**config.mk**
```make
export PLATFORM = sky130hd
export DESIGN_NAME = rst_run_sequencer
export DESIGN_NICKNAME = d
export VERILOG_FILES = /design/src/rtl/rst_run_sequencer.sv
export SDC_FILE = /design/constraint.sdc
export NUM_CORES = 1
export LEC_CHECK = 0
export CAP_MARGIN = 10
export CELL_PAD_IN_SITES_DETAIL_PLACEMENT = 1
export CELL_PAD_IN_SITES_GLOBAL_PLACEMENT = 1
export CORE_MARGIN = 5
export CORE_UTILIZATION = 44
export CTS_CLUSTER_SIZE = 12
export DETAILED_ROUTE_END_ITERATION = 16
export GPL_ROUTABILITY_DRIVEN = 0
export PLACE_DENSITY = 0.91
export SLEW_MARGIN = 20
export SYNTH_ARGS = -nofsm -noshare
export SYNTH_HDL_FRONTEND = slang
export SYNTH_SLANG_ARGS = --single-unit
```
**constraint.sdc**
```tcl
create_clock -name i_clk -period 3.9 [get_ports i_clk]
set_clock_uncertainty 0.1 [all_clocks]
set_input_delay 0.78 -clock i_clk [delete_from_list [all_inputs] [get_ports i_clk]]
set_output_delay 0.78 -clock i_clk [all_outputs]
set_load 0.005 [all_outputs]
```
**src/rtl/rst_run_sequencer.sv**
```systemverilog
// -----------------------------------------------------------------------------
// rst_run_sequencer
//
// Turns one asynchronous active-high board reset into a sequenced, registered
// active-low reset for a downstream design. The reset is held low for RST_HOLD
// cycles, then a run window of RUN_CYCLES cycles is timed and completion is
// flagged with a level (o_done) and a single-cycle pulse (o_done_pulse).
//
// Parameters:
//   RST_HOLD    cycles o_rst_n stays low after synchronised reset release (>= 1)
//   RUN_CYCLES  cycles spent in RUN before completion is flagged (>= 1)
//   CNT_W       width of o_cycle_cnt; 2**CNT_W must exceed RUN_CYCLES
//
// Ports:
//   i_clk         system clock, rising edge
//   i_rst         asynchronous active-high reset
//   i_restart     synchronous single-cycle request to re-run the sequence
//   o_rst_n       registered active-low reset to the downstream design
//   o_running     high while in RUN
//   o_done        level, high while in DONE
//   o_done_pulse  one-cycle pulse on entry to DONE
//   o_cycle_cnt   cycles elapsed in RUN, saturating at RUN_CYCLES
// -----------------------------------------------------------------------------
module rst_run_sequencer #(
  parameter int unsigned RST_HOLD   = 100,
  parameter int unsigned RUN_CYCLES = 300000,
  parameter int unsigned CNT_W      = 20
) (
  input  logic             i_clk,
  input  logic             i_rst,
  input  logic             i_restart,
  output logic             o_rst_n,
  output logic             o_running,
  output logic             o_done,
  output logic             o_done_pulse,
  output logic [CNT_W-1:0] o_cycle_cnt
);

  // Hold counter only ever reaches RST_HOLD-1.
  localparam int unsigned HOLD_W = (RST_HOLD > 1) ? $clog2(RST_HOLD) : 1;

  localparam logic [HOLD_W-1:0] HOLD_LAST = HOLD_W'(RST_HOLD - 1);
  localparam logic [HOLD_W-1:0] HOLD_ONE  = HOLD_W'(1);
  localparam logic [CNT_W-1:0]  RUN_LAST  = CNT_W'(RUN_CYCLES - 1);
  localparam logic [CNT_W-1:0]  CNT_ONE   = CNT_W'(1);

  typedef enum logic [1:0] {
    StHold = 2'd0,
    StRun  = 2'd1,
    StDone = 2'd2
  } state_e;

  state_e            r_state;
  logic [HOLD_W-1:0] r_hold_cnt;
  logic [1:0]        r_sync;
  logic              w_srst;

  // Release synchroniser: asserts asynchronously with i_rst, releases only
  // after two clean edges so the FSM never sees a metastable deassertion.
  always_ff @(posedge i_clk or posedge i_rst) begin
    if (i_rst) begin
      r_sync <= 2'b11;
    end else begin
      r_sync <= {r_sync[0], 1'b0};
    end
  end

  assign w_srst = r_sync[1];

  // Sequencer FSM with all outputs registered. The synchronised reset and a
  // restart request both return everything to the start of HOLD; the raw
  // i_rst additionally clears asynchronously.
  always_ff @(posedge i_clk or posedge i_rst) begin
    if (i_rst) begin
      r_state      <= StHold;
      r_hold_cnt   <= '0;
      o_rst_n      <= 1'b0;
      o_running    <= 1'b0;
      o_done       <= 1'b0;
      o_done_pulse <= 1'b0;
      o_cycle_cnt  <= '0;
    end else if (w_srst || i_restart) begin
      // Restart wins over the RUN->DONE transition, so no pulse escapes.
      r_state      <= StHold;
      r_hold_cnt   <= '0;
      o_rst_n      <= 1'b0;
      o_running    <= 1'b0;
      o_done       <= 1'b0;
      o_done_pulse <= 1'b0;
      o_cycle_cnt  <= '0;
    end else begin
      o_done_pulse <= 1'b0;
      case (r_state)
        StHold: begin
          if (r_hold_cnt == HOLD_LAST) begin
            r_state    <= StRun;
            r_hold_cnt <= '0;
            o_rst_n    <= 1'b1;
            o_running  <= 1'b1;
          end else begin
            r_hold_cnt <= r_hold_cnt + HOLD_ONE;
          end
        end
        StRun: begin
          o_cycle_cnt <= o_cycle_cnt + CNT_ONE;
          if (o_cycle_cnt == RUN_LAST) begin
            r_state      <= StDone;
            o_running    <= 1'b0;
            o_done       <= 1'b1;
            o_done_pulse <= 1'b1;
          end
        end
        StDone: begin
          // Counter holds at RUN_CYCLES; nothing to do until restart/reset.
          o_rst_n <= 1'b1;
          o_done  <= 1'b1;
        end
        default: begin
          r_state     <= StHold;
          r_hold_cnt  <= '0;
          o_rst_n     <= 1'b0;
          o_running   <= 1'b0;
          o_done      <= 1'b0;
          o_cycle_cnt <= '0;
        end
      endcase
    end
  end

endmodule

```
==> reports/metrics.yaml <==
avgSynthCellArea_um2: 10.0
setup_viol: 0
yosysMostFrequentCell: "dfrtp_1"
htreeDepth: 2
critPathRequiredTime_ns: 4.00
async_reset_ff_share_pct: 100
yosys_warnings: 0
vias: 1566
startpoint: "i_restart"
clock_path_buffers: 2
syn_nets: 199
cts_root_buffer: "clkbuf_8"
cts_tree: "built"
ys.flop_type: "dfrtp_1"
leakagePower_nw: 0.887
cts_resized: 0
finalCriticalPeriod_ns: 2.41
final-hold-violation-count: 0
synth_top_area_share_pct: 43.5
synthDistinctLibCells: 43
postCtsHoldBufs: 0
io_buffer_count: 26
dr.pass1.iters: 4
grt_usage_pct: 19.4
fin_nets: 230
finalPower_mw: 0.711
rows: 23
ys_seq_area_share_pct: 46.2
power.density_nw_per_um2: 310
die_h_um: 75.7
drive_above_1_share_pct: 14.0
critPathSlowestCell: "clkdlybuf4s50_1"
max-vdd-ir-drop_mv: 0.181
start_kind: "input port"
hpwl_mm: 3.57
status: "finished clean"
die_w_um: 75.7
rsz0062_at_grt: "no"
drc: 0
synth_edf_count: 0
antenna_found_initial: 0
clk_latency_ns: 0.29
die-area_um2: 5730
grt_remaining_overflow: 0
io_pins: 27
grt_max_degree: 24
timing.fmax_mhz: 415
fin_hold_ws_ns: 0.261
synth_top_cell_by_area: "dfrtp_1"
drv_slew: 0
cts_setup_buffers: 0
crit_fanout: 9
grt_pass1_vias: 1606
ys_ff_latch: 35
start_util_pct: 46.5
multi_input_area_um2: 981
hold_class: "reg -> reg"
viasPerCell: 5.76
core_um2: 4090
wire_per_inst_um: 18.1
arrival_ns: 2.51
worstSetupPathType: "in -> reg"
pre_cts_slack_ns: 0.885
postSynthCellCount: 190
worstMarginPinSlew_ns: 0.870
postRouteAntennaNets: 0
tns_ns: 0
cpPeakStageDelay_ns: 0.45
numCtsBuffers: 5
diodes: 0
min_from: "r_sync[0]$_DFF_PP1_"
ys_top_cells_by_count: "33 x dfrtp_1, 20 x nor2_1, 16 x o21ai_0, 14 x nand2_1, 10 x a21oi_1"
drt-total-wl_mm: 4.93
crit_path_end_kind: "register"
relSlewSlack_pct: 41.9
fin_crit_sh_pct: 61.8
syn_to_final_growth_pct: 20.9
fillers: 474
cap_violations: 0
synth_area_leaders: "dfrtp_1 43%, o21ai_0 4.2%, ha_1 4.0%, nor2_1 4.0%, xnor2_1 3.7%"
clkSinkCount: 35
syn_area_um2: 1900
worstPathCellList: "clkdlybuf4s50_1 -> nor2_2 -> nand2_2 -> nor2_1 -> nand3_1 -> o21ai_0"
drtIter0Drc: 35
setup_ws_ns: 1.49
ff_latch_area_um2: 878
reg2reg_from: "r_state[0]$_DFFE_PP0P_"
clk_pin_slew_ns: 0.07
grt_pass1_wl_mm: 8.29
-- flip-flops by register name (all words and copies together) (netlist names) --
name and count:
o_cycle_cnt 20, r_hold_cnt 7, r_state 2, r_sync 2, o_done 1, o_done_pulse 1
o_rst_n 1, o_running 1
-- worst max-delay path, delay by kind of cell --
| kind | cells | cell delay, ns |
|---|---|---|
| and+or+nand+nor | 4 | 1.09 |
| buffers and inverters | 1 | 0.45 |
| AOI/OAI and AO/OA | 1 | 0.19 |
-- final cells by class --
class,count,share of cell area [%]
Clock buffer,7,3.32
Clock inverter,1,0.218
Inverter,7,1.14
Multi-Input combinational cell,145,42.7
Sequential cell,35,38.2
Tap cell,50,2.72
Timing Repair Buffer,27,11.7
-- cells by family after synthesis --
family                     count (synthesis)  share of synthesized area (%)
xor gates and xnor gates                  13                           5.99
adders and majority gates                  6                           3.95
and+or+nand+nor                           87                           27.3
AOI/OAI and AO/OA                         36                           12.9
other                                      1                          0.197
muxes                                      2                           1.05
DFF                                       35                           46.2
buffers and inverters                     10                           2.31
-- placed cells by master (no fill, tap or decap), types with 3 or more instances in the layout --
cell             synthesis  routed
and2_1                   3       3
nand4_1                  3       3
clkbuf_8                 0       5
nor2_1                  20      20
nor2_2                   5       5
nand2_1                 14      14
xnor2_1                  8       8
nor4_2                   4       4
and4_1                   3       3
clkdlybuf4s50_1          0      26
nand3_1                  9       9
xor2_1                   5       5
nor3_1                   7       7
inv_1                    7       7
or3_1                    4       4
a21oi_1                 10       9
dfrtp_1                 33      33
ha_1                     6       6
o21ai_0                 16      16
-- power breakdown --
part | internal (mW) | switching [mW]
Combinational | 0.0276 | 0.0550
Clock | 0.125 | 0.127
Sequential | 0.371 | 0.00555
Total | 0.524 | 0.187
-- metal layers --
metal  GRT usage (%)  vias to the layer above  wire [um]
met5               0                        -          0
met4            5.83                        0         65
met3            4.49                        5        192
met2            31.3                       35       2410
met1            26.2                      785       2270
li1                -                      741          -
-- final timing paths --
| path | to | cells past startpoint | slack, ns |
|---|---|---|---|
| max | o_cycle_cnt[10]$_DFFE_PP0N_ | 6 | 1.49 |
| min | r_sync[1]$_DFF_PP1_ | 0 | 0.26 |
| max reg2reg | o_cycle_cnt[19]$_DFFE_PP0N_ | 7 | 1.72 |
| min reg2reg | r_sync[1]$_DFF_PP1_ | 0 | 0.26 |
| max in group asynchronous | o_cycle_cnt[16]$_DFFE_PP0N_ | 3 | 2.10 |
| min in group asynchronous | r_state[1]$_DFFE_PP0P_ | 2 | 0.87 |
-- metrics by stage --
step | cells | util [%] | cell area [um2]
floorplan | 190 | - | 1900
global placement | 264 | 54.1 | 2210
detailed placement | 264 | 54.1 | 2210
CTS | 272 | 56.1 | 2290
global route | 272 | 56.2 | 2300
finish | 272 | 56.2 | 2300
No activity file was read; power rests on OpenSTA's default activity.
==> RTL change 1: new RTL, same settings <==
The parameter `CNT_W` goes from 20 to 22.
--- a/src/rtl/rst_run_sequencer.sv
+++ b/src/rtl/rst_run_sequencer.sv
@@ -24,7 +24,7 @@
 module rst_run_sequencer #(
   parameter int unsigned RST_HOLD   = 100,
   parameter int unsigned RUN_CYCLES = 300000,
-  parameter int unsigned CNT_W      = 20
+  parameter int unsigned CNT_W      = 22
 ) (
   input  logic             i_clk,
   input  logic             i_rst,
Ports: changed (resized o_cycle_cnt); port bits go from 27 to 29. The function was not compared with the original's and may differ.
==> RTL change 1 against the original RTL <==
- sequential share of layout area up 1.5 points
- area after synthesis decreased by 0.26%
- first-iteration DRC count is 80% higher
- sequential cell count rose by 2
- wire length down 0.51%
- total power rose by 4.4%
- worst setup slack worse by 290 ps
- clock power increased by 9.1%
- critical path depth is the same
- final area rose by 1.7%
- combinational power fell by 15%
==> RTL change 1: results (changes against the original RTL) <==
* Global-route wire length before repair at 8420 um (+1.6%)
* Vias in the first global route at 1753 (+9.2%)
* Routed vias/inst at 5.79 (+0.52%)
* Worst R2R Start: o_cycle_cnt[0]
* Relative slew slack at 0.516 (+0.0964)
* Biggest regs: o_cycle_cnt (22), r_hold_cnt (7)
* Synth area leaders: dfrtp_1 (46%), o21ai_0 (5.8%), nor2_1 (4.6%)
* GR Util met3 at 0.0396 (-0.00528)
* CP max stage delay at 470 ps (+20 ps)
* Placed cell areas at 2240 um2 (+1.5%)
* Pre-CTS worst setup slack at 931 ps (+46.4 ps)
* Buffers on Ports at 28 (+7.7%)
* Library cells used by synthesis at 41 (-4.7%)
* Avg WL per Cell at 17.4 um (-4.0%)
* Final Hold Slack at 260 ps (-1.72 ps)
* Clock transition at path regs at ~80 ps
* GR Util met2 at 0.332 (+0.0192)
* Pin count of the biggest net entering global routing at 20 (-17%)
* Net count, final at 240 (+4.3%)
* Crit path DAT at 2770 ps (+260 ps)
* FILL cells at 476 (+0.42%)
* Crit-path max FO at 12 (+3)
* Status: completed
* Met1 Resource Use GR at 0.241 (-0.0202)
* Reg2reg path depth at 6 (-1)
* Detailed Place HPWL at 3620 um (+1.4%)
## RTL change 1: worst reg2reg max path, cell delays in order, from the launching register on
cell     delay (ps)
dfrtp_1         470
ha_1            250
nand3_1         250
nor4_2          450
a31oi_1         250
or3_1           400
o22ai_1         190
## RTL change 1: worst max-delay path by stage
stage | end | slack (ps)
finish | o_running | 1200
global route | o_running | 1050
CTS | o_running | 1200
detailed placement | o_running | 930
global placement | o_running | 1080
floorplan | o_cycle_cnt[17] | 1780
## RTL change 1: where the power goes
group | internal [W] | total (W) | switching (W)
Sequential | 0.000391 | 0.000397 | 0.00000584
Combinational | 0.0000244 | 0.0000701 | 0.0000457
Clock | 0.000127 | 0.000275 | 0.000148
## RTL change 1: cells by family after synthesis
| kind of cell | synth area share |
|---|---|
| and+or+nand+nor | 0.243 |
| AOI/OAI and AO/OA | 0.142 |
| DFF | 0.490 |
| xor gates and xnor gates | 0.0601 |
| buffers and inverters | 0.0178 |
| adders and majority gates | 0.0396 |
| other | 0.00198 |
| muxes | 0.00528 |
## RTL change 1: routing by layer
metal,share of wire,wire length (um)
met5,0,0
met4,0.017,82
met3,0.031,150
met2,0.50,2480
met1,0.45,2200
## RTL change 1: through the flow
stage | util | instances
final | 0.572 | 282
after global routing | 0.572 | 282
after CTS | 0.572 | 282
after detailed placement | 0.549 | 274
after global placement | 0.549 | 274
after floorplan | - | 197
## RTL change 1: layout make-up
type	instances	area share
repair buffers	31	0.130
well taps	50	0.0268
multi-input cells	151	0.399
flip-flops and latches	37	0.397
clock buffers	5	0.0295
clock inverters	3	0.00964
inverters	5	0.00803
==> RTL change 2: new RTL, same flow settings <==
Without the edit above. Re-encode `state_e` (3 states) as one-hot, 3 bits wide.
--- a/src/rtl/rst_run_sequencer.sv
+++ b/src/rtl/rst_run_sequencer.sv
@@ -44,10 +44,10 @@
   localparam logic [CNT_W-1:0]  RUN_LAST  = CNT_W'(RUN_CYCLES - 1);
   localparam logic [CNT_W-1:0]  CNT_ONE   = CNT_W'(1);
 
-  typedef enum logic [1:0] {
-    StHold = 2'd0,
-    StRun  = 2'd1,
-    StDone = 2'd2
+  typedef enum logic [2:0] {
+    StHold = 3'b001,
+    StRun  = 3'b010,
+    StDone = 3'b100
   } state_e;
 
   state_e            r_state;
Behaviour: no difference found for any inputs over 10 cycles, from zero or initial values and one cycle with i_rst high; not proved beyond that.
==> RTL change 2 against the original RTL <==
- final area rose by 3.2%
- wire length did not move
- worst setup slack got worse by 200 ps
- area after synthesis rose by 4.5%
- count of clock-buffer cells in the layout did not move
- sequential cell count rose by 1
- global-route usage fell by 1.4 points
Power is not compared: it rests on default switching activity, and its combinational part moved more than twofold at a synthesized area within 25%.
==> RTL change 2: results (changes against the original RTL) <==
* Net count, final at 237 (+3.0%)
* Clock transition at path regs at approximately 80 ps
* Highest Signal Layer: met4
* Crit-path max FO at 15 (+6)
* Reg2reg path depth at 4 (-3)
* Buffers on Ports at 26 (unchanged)
* Setup violators final at 0 (unchanged)
* Crit path DAT at 2750 ps (+240 ps)
* Diodes inserted at 0 (unchanged)
* Vias post-DR at 1668 (+6.5%)
* Placed cell areas at 2290 um2 (+3.5%)
* Pin count of the biggest net entering global routing at 37 (+54%)
* Synth area leaders: dfrtp_1 (42%), nor2_1 (4.2%), dfstp_2 (4.0%)
* Global-route wire length before repair at 8750 um (+5.5%)
* FILL cells at 504 (+6.3%)
* Library cells used by synthesis at 51 (+19%)
* Metal3 WL at 185 um (-3.6%)
* Peak supply drop at ~0.00017 V
* All-Layer GR Usage at 0.180 (-0.0142)
* 1st-pass router iterations at 4 (unchanged)
* Hold depth at 0 (unchanged)
* Clk root buf: clkbuf_8
* Clk_lat worst skew at 300 ps
* DRT met1 WL at 2290 um (+1.1%)
* Cell family with the largest share of critical-path delay: simple AND/OR/NAND/NOR gates
* Worst R2R Start: r_state[0]
* Metal2 WL at 2360 um (-1.8%)
* Syn Nets at 209 (+5.0%)
* Pleak at about 0.9 nW
* Share of layout cells above drive strength 1 at 0.0987 (-0.0409)
* CTS H-tree depth at 2 (unchanged)
* Most instantiated cells after synthesis: dfrtp_1 (33), nor2_1 (22), o21ai_0 (15), a21oi_1 (12), or3_1 (11)
* Violation count after the first detailed-route iteration at 85 (+140%)
* CP Launch Point: i_restart
* Biggest regs: o_cycle_cnt (20), r_hold_cnt (7), r_state (3)
* Reg2Reg Setup Slack at 1740 ps (+20 ps)
* Final Hold Slack at 255 ps (-6.25 ps)
* Status: completed
* GRT overflow at 0 (unchanged)
* Hold WC Path Type: reg2reg
* Top FF cell, synth: dfrtp_1
* TritonCTS Buffers at 5 (unchanged)
* WHS Endpoint: r_sync[1]
* Post-CTS Setup Repair Bufs at 0 (unchanged)
* CP max stage delay at 530 ps (+80 ps)
* Register area share after synthesis at 0.456 (-0.00687)
* Asr flop ratio synth at 1.00 (unchanged)
* Reg2reg end: o_cycle_cnt[15]
* Hold path startpoint: r_sync[0]
* Avg WL per Cell at 17.3 um (-4.6%)
* Vias in the first global route at 1767 (+10%)
* Post_cts resized at 0 (unchanged)
* Slew @ Worst Pin at 625 ps (-245 ps)
* Critical path's slowest cell: or3_1
* CTS Buffer Depth at 2 (unchanged)
* Detailed Place HPWL at 3540 um (-0.82%)
* Yosys warns at 0 (unchanged)
* Worst Setup EP: o_cycle_cnt[19]
==> RTL change 2: cell types whose count changed after synthesis, sizes merged, moves of 5 or more <==
cell	change
inv	-5
xor2	+5
or3	+7
nor3	-5
nand2	-6
==> RTL change 2: report_power, final <==
part	internal, W	switching (W)
sequential	0.000376	0.00000211
clock	0.000125	0.000134
combinational	0.00000672	0.0000170
==> RTL change 2: cell families (layout without fill, tap and decap cells) <==
logic type,after synthesis,after routing,share of synthesized area
AND/OR/NAND/NOR,88,88,0.255
AO/OA/AOI/OAI,53,53,0.175
adder cells (fa/ha/maj),2,2,0.0126
flip-flops,36,36,0.456
XOR/XNOR,15,15,0.0775
other,1,1,0.00189
buffers and inverters,9,38,0.0227
==> RTL change 2: final cells by class <==
type	count	share of cell area
clock buffer	7	0.0322
multi-input combinational	159	0.437
clock inverter	1	0.00211
tap	52	0.0275
inverter	2	0.00317
sequential	36	0.382
timing repair buffer	28	0.116
==> RTL change 2: per-layer routing <==
layer / track usage / vias to the layer above
met5: 0 / -
met4: 0.0739 / 0
met3: 0.0398 / 6
met2: 0.289 / 27
met1: 0.233 / 820
li1: - / 815
==> RTL change 2: worst reg2reg max path: cells and delay by family, from the launching register on <==
kind / cells / cell delay, ps
compound gates: 2 / 730
xor+xnor: 1 / 150
flops: 1 / 700
simple gates: 1 / 390
==> RTL change 2: per-stage QoR <==
step            util  setup slack (ps)  power [W]  instances
6_report       0.544              1290   0.000661        285
5_1_grt        0.544              1200   0.000692        285
4_1_cts        0.544              1280   0.000670        285
3_5_place_dp   0.526               972   0.000410        277
3_3_place_gp   0.526              1000   0.000409        277
2_1_floorplan      -              1700   0.000400        204
